[src/rtl/bcnn_fc_classifier.sv]
// Binary fully-connected classifier: XNOR-popcount scores per class, then a
// sequential argmax scan that reports the winning class and its score.
module bcnn_fc_classifier #(
  parameter int unsigned NUM_IN      = 25,
  parameter int unsigned NUM_CLASSES = 10,
  parameter int unsigned CNT_WIDTH   = 5,
  parameter int unsigned CLASS_WIDTH = 4
) (
  input  logic                          clk,
  input  logic                          reset,
  input  logic                          pixel_in,
  input  logic                          valid_in,
  input  logic [NUM_CLASSES*NUM_IN-1:0] weight_bits,
  output logic                          in_ready,
  output logic [CLASS_WIDTH-1:0]        class_out,
  output logic [CNT_WIDTH-1:0]          score_out,
  output logic                          result_valid,
  output logic                          overrun
);

  localparam int unsigned IDX_W = (NUM_IN > 1) ? $clog2(NUM_IN) : 1;

  localparam logic [1:0] ST_ACCUM = 2'd0;
  localparam logic [1:0] ST_SCAN  = 2'd1;
  localparam logic [1:0] ST_OUT   = 2'd2;

  logic [1:0]             state_q, state_d;
  logic [IDX_W-1:0]       idx_q, idx_d;
  logic [CLASS_WIDTH-1:0] j_q, j_d;
  logic [CNT_WIDTH-1:0]   score_q [NUM_CLASSES];
  logic [CNT_WIDTH-1:0]   score_d [NUM_CLASSES];
  logic [CLASS_WIDTH-1:0] best_cls_q, best_cls_d;
  logic [CNT_WIDTH-1:0]   best_score_q, best_score_d;
  logic [CLASS_WIDTH-1:0] class_q, class_d;
  logic [CNT_WIDTH-1:0]   score_out_q, score_out_d;
  logic                   valid_q, valid_d;
  logic                   overrun_q, overrun_d;

  logic [NUM_IN-1:0]      w_row;
  logic                   scan_hit;
  logic [CLASS_WIDTH-1:0] cand_cls;
  logic [CNT_WIDTH-1:0]   cand_score;

  assign in_ready     = (state_q == ST_ACCUM);
  assign class_out    = class_q;
  assign score_out    = score_out_q;
  assign result_valid = valid_q;
  assign overrun      = overrun_q;

  // Next-state and datapath update; the first scanned class always seeds the best.
  always_comb begin
    state_d      = state_q;
    idx_d        = idx_q;
    j_d          = j_q;
    score_d      = score_q;
    best_cls_d   = best_cls_q;
    best_score_d = best_score_q;
    class_d      = class_q;
    score_out_d  = score_out_q;
    valid_d      = 1'b0;
    overrun_d    = overrun_q | (valid_in && (state_q != ST_ACCUM));
    w_row        = '0;

    scan_hit   = (j_q == '0) || (score_q[j_q] > best_score_q);
    cand_cls   = scan_hit ? j_q : best_cls_q;
    cand_score = scan_hit ? score_q[j_q] : best_score_q;

    case (state_q)
      ST_ACCUM: begin
        if (valid_in) begin
          for (int k = 0; k < int'(NUM_CLASSES); k++) begin
            w_row = weight_bits[k*NUM_IN +: NUM_IN];
            if ((pixel_in ~^ w_row[idx_q]) && (score_q[k] != CNT_WIDTH'(NUM_IN))) begin
              score_d[k] = score_q[k] + CNT_WIDTH'(1);
            end
          end
          if (idx_q == IDX_W'(NUM_IN - 1)) begin
            idx_d   = '0;
            j_d     = '0;
            state_d = ST_SCAN;
          end else begin
            idx_d = idx_q + IDX_W'(1);
          end
        end
      end
      ST_SCAN: begin
        best_cls_d   = cand_cls;
        best_score_d = cand_score;
        if (j_q == CLASS_WIDTH'(NUM_CLASSES - 1)) begin
          j_d         = '0;
          class_d     = cand_cls;
          score_out_d = cand_score;
          valid_d     = 1'b1;
          state_d     = ST_OUT;
        end else begin
          j_d = j_q + CLASS_WIDTH'(1);
        end
      end
      ST_OUT: begin
        for (int k = 0; k < int'(NUM_CLASSES); k++) begin
          score_d[k] = '0;
        end
        state_d = ST_ACCUM;
      end
      default: state_d = ST_ACCUM;
    endcase
  end

  always_ff @(posedge clk or negedge reset) begin
    if (!reset) begin
      state_q      <= ST_ACCUM;
      idx_q        <= '0;
      j_q          <= '0;
      for (int k = 0; k < int'(NUM_CLASSES); k++) begin
        score_q[k] <= '0;
      end
      best_cls_q   <= '0;
      best_score_q <= '0;
      class_q      <= '0;
      score_out_q  <= '0;
      valid_q      <= 1'b0;
      overrun_q    <= 1'b0;
    end else begin
      state_q      <= state_d;
      idx_q        <= idx_d;
      j_q          <= j_d;
      score_q      <= score_d;
      best_cls_q   <= best_cls_d;
      best_score_q <= best_score_d;
      class_q      <= class_d;
      score_out_q  <= score_out_d;
      valid_q      <= valid_d;
      overrun_q    <= overrun_d;
    end
  end

endmodule

[config.mk]
export PLATFORM = sky130hd
export DESIGN_NAME = bcnn_fc_classifier
export DESIGN_NICKNAME = d
export VERILOG_FILES = /design/src/rtl/bcnn_fc_classifier.sv
export SDC_FILE = /design/constraint.sdc
export NUM_CORES = 1
export LEC_CHECK = 0
export ABC_AREA = 1
export BUFFER_PORTS_ARGS = -buffer_cell sky130_fd_sc_hd__buf_2
export CAP_MARGIN = 15
export CORE_ASPECT_RATIO = 1.4
export CORE_MARGIN = 4
export CORE_UTILIZATION = 35
export CTS_CLUSTER_DIAMETER = 40
export DETAILED_ROUTE_END_ITERATION = 8
export PLACE_DENSITY = 0.58
export SYNTH_ARGS = -nofsm -noshare
export SYNTH_HDL_FRONTEND = slang
export SYNTH_SLANG_ARGS = --single-unit
[constraint.sdc]
create_clock -name clk -period 4.4 [get_ports clk]
set_input_delay 0.44 -clock clk [delete_from_list [all_inputs] [get_ports clk]]
set_output_delay 0.44 -clock clk [all_outputs]
set_load 0.1 [all_outputs]
Word level (Yosys, flattened, before mapping)

Cells that the tools add are included.
W data, S select, Z words.

Add/sub/neg operators: 12
Order comparisons: 3
Eq/ne operators: 27
Muxes and demuxes: 48
Bitwise gates (word level): 12
Reductions and logical operators: 31

Operators by type and width:

| kind                  | count |
|---|---|
| $pmux W50 S2          | 1 |
| $mux W5               | 14 |
| $add A5 B1 Y5 const B | 11 |
| $bmux W1 S5           | 10 |
| $mux W50              | 1 |
| $ne A5 B5 Y1 const B  | 10 |
| $reduce_and A3 Y1     | 12 |
| $ne A2 B1 Y1 const B  | 11 |
| $bmux W5 S4           | 1 |
| $mux W4               | 4 |
| $mux W1               | 12 |
| $logic_and A1 B1 Y1   | 11 |
| $xnor A1 B1 Y1        | 10 |
| $pmux W4 S2           | 1 |
| $lt A5 B6 Y1 const B  | 1 |
| $mux W2               | 3 |
| $reduce_bool A2 Y1    | 3 |
| $eq A5 B5 Y1 const B  | 1 |
| $ge A5 B5 Y1 const B  | 1 |
| $gt A5 B5 Y1          | 1 |
| $not A4 Y5            | 1 |
| $add A4 B1 Y4 const B | 1 |
| $eq A4 B4 Y1 const B  | 1 |
| $logic_not A4 Y1      | 1 |
| 8 further kinds       | 10 |

Register bits: 81
Input bits: 254
Output and inout port bits: 12
Word-level logic and storage cells: 152

Logic depth before layout (Yosys ltp)

Gate-level depths: netlist (run 1).

Depth after elaboration: 7
Depth in mapped cells: 18
Mapped depth without buffers: 17

Worst setup path before layout (run 1)

Ideal clock, no wire load.

Kind: reg-to-reg
Start point: register j_q[0]
End point: register best_score_q[4]
Library setup time: 0.133 ns
Arrival: 2.450 ns
Path slack: 1.818 ns
Cell stages (with the launch flop): 17
Buffers on the path: 2
Period minus slack after synthesis: 2.582 ns
Cell sequence: dfrtp_1 -> inv_1 -> clkbuf_1 -> a21oi_1 -> o21ai_0 -> nand3_1 -> ha_1 -> inv_1 -> o21bai_1 -> a21oi_1 -> nor2_1 -> o22ai_1 -> nand2_1 -> clkbuf_1 -> o21ai_0 -> nand2_1 -> o21ai_0

Word-level cells in the longest chain between the ends: 7
Elaborated cells between the ends (all ways): 8

RTL lines:

| item                                       | line   | text |
|---|---|---|
| from (decl)                                | 29     | `logic [CLASS_WIDTH-1:0] j_q, j_d;` |
| from (signal assigned)                     | 126    | `j_q <= j_d;` |
| $not A4 Y5 (not written as such)           | 64, 66 |  |
| $bmux W5 S4                                | 64, 66 |  |
| $mux W5 (not written as such) (2 in a row) | 64, 66 |  |
| $gt A5 B5 Y1                               | 64     | `scan_hit = (j_q == '0) \|\| (score_q[j_q] > best_score_q);` |
| $logic_or A1 B1 Y1                         | 64     |  |
| $mux W5 *                                  | 66     | `cand_score = scan_hit ? score_q[j_q] : best_score_q;` |
| to (signal assigned)                       | 129    | `best_score_q <= best_score_d;` |
| to (decl)                                  | 33     | `logic [CNT_WIDTH-1:0] best_score_q, best_score_d;` |

Mark *: on every way between the ends. The rest lies on a longest branch, timed or not. The select of a mux whose other input is x is not followed.
A chain may end at the register's enable or synchronous reset.

Worst setup path after layout (run 1)

Start point: register j_q[0]
End point: register best_cls_q[1]

Word-level cells in the longest chain between the ends: 7
Elaborated cells between the ends (all ways): 8

RTL lines:

| item                                       | line | text |
|---|---|---|
| $not A4 Y5 (not written as such)           | 64   |  |
| $bmux W5 S4                                | 64   |  |
| $mux W5 (not written as such) (2 in a row) | 64   |  |
| $gt A5 B5 Y1                               | 64   |  |
| $logic_or A1 B1 Y1 *                       | 64   |  |
| $mux W4 *                                  | 65   | `cand_cls = scan_hit ? j_q : best_cls_q;` |
| to (signal assigned)                       | 128  | `best_cls_q <= best_cls_d;` |
| to (decl)                                  | 32   | `logic [CLASS_WIDTH-1:0] best_cls_q, best_cls_d;` |

Marks and branches as above.

==> results of run 1 <==
## cells in the mapped netlist
library cell and instances:
sky130_fd_sc_hd__inv_4 1, sky130_fd_sc_hd__clkinv_1 3, sky130_fd_sc_hd__buf_6 11, sky130_fd_sc_hd__nand2_4 15
sky130_fd_sc_hd__nand3_2 10, sky130_fd_sc_hd__o211ai_1 2, sky130_fd_sc_hd__ha_1 30, sky130_fd_sc_hd__o31ai_1 1
sky130_fd_sc_hd__dfrtp_1 81, sky130_fd_sc_hd__or2_2 6, sky130_fd_sc_hd__a21oi_1 34, sky130_fd_sc_hd__nor3b_1 1
sky130_fd_sc_hd__buf_1 5, sky130_fd_sc_hd__nand2_2 6, sky130_fd_sc_hd__inv_1 185, sky130_fd_sc_hd__clkbuf_1 23
sky130_fd_sc_hd__nor3_1 10, sky130_fd_sc_hd__nor2_1 112, sky130_fd_sc_hd__buf_2 21, sky130_fd_sc_hd__o21bai_1 2
sky130_fd_sc_hd__xnor2_1 1, sky130_fd_sc_hd__xor2_1 13, sky130_fd_sc_hd__buf_4 12, sky130_fd_sc_hd__nand2_1 571
sky130_fd_sc_hd__o22ai_1 4, sky130_fd_sc_hd__nor2_4 1, sky130_fd_sc_hd__a21o_1 1, sky130_fd_sc_hd__inv_2 2
sky130_fd_sc_hd__nor4_1 2, sky130_fd_sc_hd__o21ai_0 45, sky130_fd_sc_hd__a31oi_1 3, sky130_fd_sc_hd__nand3_1 242
sky130_fd_sc_hd__nand4_1 6
## stage by stage
step,worst slack (ps),cells,hold WS [ps]
2_1_floorplan,1820,1462,144
3_3_place_gp,1240,1975,457
3_5_place_dp,1180,1975,461
4_1_cts,1150,1991,198
5_1_grt,655,1995,229
6_report,1130,1995,153
## cells by family (layout without fill, tap and decap cells)
family	Yosys count	after routing	synth area share
AOI/OAI and AO/OA	92	92	0.0577
xor gates and xnor gates	14	14	0.0146
adders and majority gates	30	30	0.0447
buffers and inverters	263	486	0.136
DFF	81	81	0.242
other	0	4	0
and+or+nand+nor	982	982	0.505
## power breakdown
part	internal, µW	total (µW)	leakage [µW]	switching [µW]
clock	471	781	0.000141	310
combinational	1510	4610	0.00484	3100
sequential	1050	1530	0.00104	480
## layer usage
metal  share of wire  up-vias  global-route usage
li1                -     4986                   -
met1            0.42     4312               0.265
met2            0.51      274               0.400
met3           0.050       33              0.0325
met4           0.025        0              0.0787
met5               0        -                   0
## cells in the final DEF, fill, tap and decap left out
cell,n
sky130_fd_sc_hd__nand2_1,571
sky130_fd_sc_hd__buf_2,264
sky130_fd_sc_hd__nand3_1,242
sky130_fd_sc_hd__inv_1,185
sky130_fd_sc_hd__nor2_1,110
sky130_fd_sc_hd__dfrtp_1,79
sky130_fd_sc_hd__o21ai_0,45
sky130_fd_sc_hd__a21oi_1,33
sky130_fd_sc_hd__ha_1,30
sky130_fd_sc_hd__nand2_4,15
sky130_fd_sc_hd__buf_4,15
sky130_fd_sc_hd__xor2_1,13
sky130_fd_sc_hd__nand3_2,10
sky130_fd_sc_hd__nor3_1,10
sky130_fd_sc_hd__clkbuf_16,9
sky130_fd_sc_hd__nand4_1,6
sky130_fd_sc_hd__or2_2,6
sky130_fd_sc_hd__nand2_2,6
sky130_fd_sc_hd__diode_2,4
sky130_fd_sc_hd__o22ai_1,4
sky130_fd_sc_hd__clkinv_1,3
sky130_fd_sc_hd__a31oi_1,3
sky130_fd_sc_hd__clkinvlp_4,3
sky130_fd_sc_hd__o21bai_1,2
sky130_fd_sc_hd__inv_2,2
sky130_fd_sc_hd__nor2_4,2
sky130_fd_sc_hd__nor4_1,2
sky130_fd_sc_hd__o211ai_1,2
sky130_fd_sc_hd__clkbuf_8,2
sky130_fd_sc_hd__a21o_1,1
sky130_fd_sc_hd__nor3b_1,1
sky130_fd_sc_hd__nor2_2,1
sky130_fd_sc_hd__inv_4,1
sky130_fd_sc_hd__a21oi_4,1
sky130_fd_sc_hd__o31ai_1,1
sky130_fd_sc_hd__xnor2_1,1
sky130_fd_sc_hd__clkbuf_1,1
sky130_fd_sc_hd__bufinv_16,1
sky130_fd_sc_hd__dfrtp_4,1
sky130_fd_sc_hd__dfrtp_2,1
## flip-flops by register name (all words and copies together), names as in the netlist
register	cells
best_cls_q	4
best_score_q	5
class_out	4
idx_q	5
j_q	4
overrun	1
result_valid	1
score_out	5
score_q	50
state_q	2
## how the worst max path moves through the flow
stage                                  to  slack [ps]  cells after the start
after floorplan           best_score_q[4]        1820                     16
after global placement       class_out[0]        1240                     17
after detailed placement    best_cls_q[1]        1180                     16
after CTS                   best_cls_q[1]        1150                     17
after global routing        best_cls_q[1]         660                     16
final                       best_cls_q[1]        1130                     17
## cell type report
type                    count  area (µm²)
fillers                  2594       13300
multi-input cells        1118        5240
diodes                      4        10.0
repair buffers            279        1430
inverters                 191         719
clock inverters             4        52.6
flip-flops and latches     81        2030
well taps                 306         383
clock buffers              12         256
## critical path: cells and delay by family (launching register included)
kind            cells  cell delay [ps]
flops               1              360
fa+ha+maj           1              300
simple gates        8             1150
compound gates      5              510
buf+inv             3              800
==> results.md, run 1 <==
- Status: completed
- Pwr Density: 683 mW/mm²
- Maximum clock skew at final layout: around 13 ps
- Number of clock buffers inserted by TritonCTS: 9
- Post-synthesis cell count: roughly 1500
- Count of hold buffers inserted by post-cts repair: 0
- Library cell appearing most often on the critical path: sky130_fd_sc_hd__nand2_1
- Total of warnings raised by yosys: 0
- Initial standard-cell utilization of the core: 0.358
- Routability-driven placement congestion ratio: about 0.91
- Final setup violation count: 0
- Share of Yosys cell area claimed by the top area cell type: 0.255
- Iteration count of the initial detailed-routing pass: 7
- Global-route wire length before repair: just under 50000 µm
- Total number of clock tree sinks: 81
- Number of antenna violations at the first check in global routing: 4
- Routed wire per std cell: roughly 15 µm
- Number of distinct standard cells referenced by the synthesized netlist: 33
- FF-to-FF End: best_cls_q[1]
- Post-synthesis cell type with the largest combined area: sky130_fd_sc_hd__nand2_1
- CTS tree: built
- Overall power after layout: 6920 µW
- Overall track demand over capacity in global routing: 0.221
- Hold/Removal Path Class: in2async
- Worst path slowest cell: sky130_fd_sc_hd__inv_1
- Core Region: between 0.02 and 0.025 mm²
- Max H-tree Level: 3
- Number of gates resized after cts: 0
- Netlist area before placement: around 0.0084 mm²
- Number of DRC markers in iteration 0: 574
- Mapped Nets: around 1700
- Drt total wl: 30400 µm
- Count of vias placed by the detailed router: between 9000 and 10000
- F_max: ~300 MHz
- Maximum capacitance violations: 0
- Top Ports: 266
- Die Ht: around 190 µm
- Clock latency reported for the late side of the worst-skew pair: 350 ps
- Dominant cells by area after synthesis: sky130_fd_sc_hd__nand2_1 (26%), sky130_fd_sc_hd__dfrtp_1 (24%), sky130_fd_sc_hd__nand3_1 (14%), sky130_fd_sc_hd__inv_1 (8.3%), sky130_fd_sc_hd__nor2_1 (5.0%)
- Shortest period the worst path allows: approximately 3300 ps
- Hpwl dp: approximately 24000 µm
- Data required time of the critical path: around 4600 ps
- Unrepaired setup endpoints after global routing: false
- Post-CTS setup buffer count: 0
- Worst slew pin tran: 987 ps
- Critical path start-end classification: reg2reg
- Cell Chain, Critical Path: buf_4, inv_1, a21oi_1, o21ai_0, nand2_1, nand2_1, nand3_1, ha_1, inv_1, o21bai_1, a21oi_1, nor2_1, o22ai_1, nand2_1, or2_2, nand3_1, nand2_1
- FF-to-FF Start: j_q[0]
- Number of nets at the end of the flow: just under 2000
- Die span in x: about 140 µm
- Data arrival time of the worst path: 3500 ps
- Largest driver fanout on the critical path: 32
- Clock transition time at the flip-flop clock pins of the worst setup and hold paths: approximately 60 ps
- Count of input and output buffers: between 200 and 300
- Relative slew slack: 0.342
- Placed Instance Area: between 0.009 and 0.01 mm²
- Via count of the first global-routing pass: between 9000 and 10000
- Count of final hold-check violations: 0
- Total of flip-flops plus latches after synthesis: just over 80
- Largest net degree at the start of global routing: roughly 70
- Largest vdd supply drop: approximately 480 µV
- Die ar.: 0.0265 mm²
- R2R depth: 17
- Delay contributed by the slowest stage of the critical path: about 530 ps
- Final-layout setup total negative slack: 0 ps
- Critical path origin: j_q[0]
- Vias per inst: 4.81
- Part of the Yosys area used for sequential elements: 0.242
- Avg Synthesized Cell Area: between 5 and 6 µm²
- Final number of max-transition violations: 0
- Longest Clk Path Bufs: 2
- Final Cycle Share: 0.744
- Number of nets still failing antenna checks after routing: 0
- Total congestion overflow: 0
- Drt drc: 0
- Proportion of layout cells with a drive suffix above 1: 0.202
- Row count: 66
- CTS Root Cell: sky130_fd_sc_hd__clkbuf_16
- Category of the worst setup path launch point: flop
- Reg-to-reg slack, setup: 1130 ps
- Worst Setup End Kind: flop
- Reported leakage power: approximately 0.0060 µW
- Layout area overhead: 20.7%
- Design area: just over 0.01 mm²
- Share of the core filled with cells in the final layout: 0.432
No activity file was read; power rests on OpenSTA's default activity.
==> run 2, diff against run 1 <==
PLACE_DENSITY = 0.61   (was 0.58)
clock period = 2.9 ns   (was 4.4 ns; I/O delays follow)
==> run 2 against run 1 <==
- total power grew 54%
- clock-buffer cell count is the same
- worst setup slack lost 880 ps
- first-iteration DRC count shrank 15%
- register-to-register slack lost 880 ps
- via count grew 1.6%
- sequential power grew 43%
- design area grew 1.3%
- critical path type unchanged
- critical endpoint is now best_cls_q[2]
- largest cell class unchanged
- largest power group unchanged
==> results.md, run 2 (synthesis gave the netlist of run 1 again) <==
- Met2 capacity usage during global routing: 0.389 (-0.0108)
- Shortest period the worst path allows: 2650 ps (-620 ps)
- Final-layout setup total negative slack: 0 ps (unchanged)
- Drt drc: 0 (unchanged)
- Count of final hold-check violations: 0 (unchanged)
- Critical path origin: j_q[3]
- Vias per inst: 4.87 (+1.2%)
- Worst slew pin tran: 721 ps (-266 ps)
- Initial standard-cell utilization of the core: 0.358 (unchanged)
- Core Region: 0.0235 mm² (unchanged)
- Layer with the highest usage after global routing: met2
- Maximum clock skew at final layout: 5.66 ps (-7.41 ps)
- Count of vias placed by the detailed router: 9762 (+1.6%)
- Drt total wl: 29700 µm (-2.3%)
- Final Cycle Share: 0.915 (+0.171)
- Hpwl dp: 23300 µm (-1.7%)
- Count of hold buffers inserted by post-cts repair: 0 (unchanged)
- F_max: 377 MHz (+23%)
- Clock latency reported for the late side of the worst-skew pair: 330 ps (-20 ps)
- Die Ht: 191 µm (unchanged)
- Die span in x: 139 µm (unchanged)
- Total number of clock tree sinks: 81 (unchanged)
- Reported leakage power: 0.00610 µW (+1.3%)
- Critical path start-end classification: reg2reg
- Data required time of the critical path: 3120 ps (-1500 ps)
- Die ar.: 0.0265 mm² (unchanged)
- Worst hold-check slack: 6.14 ps (-147 ps)
- Total congestion overflow: 0 (unchanged)
- Largest net degree at the start of global routing: 105 (+46%)
- Flip-flop count of the largest register after layout: 50 (unchanged)
- Final number of max-transition violations: 0 (unchanged)
- Clock transition time at the flip-flop clock pins of the worst setup and hold paths: 60 ps (about the same)
- Overall track demand over capacity in global routing: 0.218 (-0.00335)
- Proportion of layout cells with a drive suffix above 1: 0.208 (+0.00623)
- Number of nets still failing antenna checks after routing: 0 (unchanged)
- Number of nets at the end of the flow: 1979 (+0.76%)
- Global routing met3 resource utilization: 0.0360 (+0.00350)
- Status: completed
- Iteration count of the initial detailed-routing pass: 5 (-2)
- Most common cell after layout, fill and taps aside: sky130_fd_sc_hd__nand2_1
- Pwr Density: 1040 mW/mm² (+52%)
- Hold/Removal Path Class: in2async
- Number of antenna violations at the first check in global routing: 2 (-2)
- Largest vdd supply drop: 782 µV (+62%)
- Longest Clk Path Bufs: 2 (unchanged)
- Largest driver fanout on the critical path: 10 (-69%)
- FF-to-FF Start: j_q[3]
- Worst Setup End Kind: flop
- Routed wire per std cell: 14.8 µm (-2.7%)
- Max H-tree Level: 3 (unchanged)
- CTS tree: built
- Number of clock buffers inserted by TritonCTS: 9 (unchanged)
- Relative slew slack: 0.519 (+0.177)
- CTS Root Cell: sky130_fd_sc_hd__clkbuf_16
- GRT met1 Usage: 0.262 (-0.00346)
- Category of the worst setup path launch point: flop
- Unrepaired setup endpoints after global routing: false
- Row count: 66 (unchanged)
- Count of input and output buffers: 265 (unchanged)
- Data arrival time of the worst path: 2870 ps (-630 ps)
- Top Ports: 266 (unchanged)
- Most frequent cells in the layout: sky130_fd_sc_hd__nand2_1 (571), sky130_fd_sc_hd__buf_2 (264), sky130_fd_sc_hd__nand3_1 (242)
- Number of DRC markers in iteration 0: 489 (-15%)
- Routability-driven placement congestion ratio: 0.896 (-1.5%)
- Layout area overhead: 22.3%
- Maximum capacitance violations: 0 (unchanged)
- Final setup violation count: 0 (unchanged)
- Via count of the first global-routing pass: 9252 (+2.2%)
- Largest Register: score_q
- Global-route wire length before repair: 47800 µm (-0.57%)
run 2: path summary, 6_finish.rpt:
path,end,slack [ps],depth (start not counted)
min in group clk,overrun,370,3
worst min-delay path,class_out[1],6,1
worst max-delay path,best_cls_q[2],250,15
worst min register to register,best_cls_q[2],480,2
worst max register to register,best_cls_q[2],250,15
max in group asynchronous,score_q[7],2270,2
run 2: report_power, final:
group          switching, µW  internal, µW
Sequential               599          1590
Combinational           4880          2560
Clock                    426           588
run 2: area by class of cell:
cell class	count	area, µm²
clock buffer	12	246
timing repair inverter	1	7.51
antenna	1	2.50
multi-input combinational	1118	5240
clock inverter	1	5.00
inverter	191	723
timing repair buffer	293	1630
tap	306	383
sequential	81	2030
fill	2597	13200
run 2: layer usage:
| layer | routed length, µm | up-vias |
|---|---|---|
| met5 | 13 | - |
| met2 | 14800 | 283 |
| met1 | 12200 | 4410 |
| met3 | 1590 | 61 |
| met4 | 1120 | 2 |
| li1 | - | 5006 |
run 2: metrics by stage:
| step | utilization | total power [µW] | cells | setup WS (ps) | cell area, µm² |
|---|---|---|---|---|---|
| final | 0.438 | 10600 | 2004 | 247 | 10300 |
| after global routing | 0.438 | 11800 | 2004 | 13.3 | 10300 |
| after CTS | 0.436 | 10700 | 2000 | 168 | 10200 |
| after detailed placement | 0.426 | 9630 | 1987 | 180 | 9980 |
| after global placement | 0.426 | 9530 | 1987 | 242 | 9980 |
| after floorplan | - | 7750 | 1462 | 318 | 8390 |
run 2: critical path, cell delays in order, from the launching register on:
cell and delay [ps]:
sky130_fd_sc_hd__dfrtp_1 380, sky130_fd_sc_hd__inv_1 100, sky130_fd_sc_hd__nor3_1 450, sky130_fd_sc_hd__nand2_1 120, sky130_fd_sc_hd__nand3_1 160, sky130_fd_sc_hd__ha_1 260
sky130_fd_sc_hd__inv_1 60, sky130_fd_sc_hd__o21bai_1 60, sky130_fd_sc_hd__a21oi_1 130, sky130_fd_sc_hd__nor2_1 50, sky130_fd_sc_hd__o22ai_1 100, sky130_fd_sc_hd__nand2_1 90
sky130_fd_sc_hd__buf_4 170, sky130_fd_sc_hd__or2_2 290, sky130_fd_sc_hd__nand3_1 70, sky130_fd_sc_hd__nand2_1 50
run 2: what timing repair did:
action / in CTS / in global routing
endpoints found under the setup margin: 0 / 16
setup buffers: 0 / 2
gates resized for setup: 0 / 3
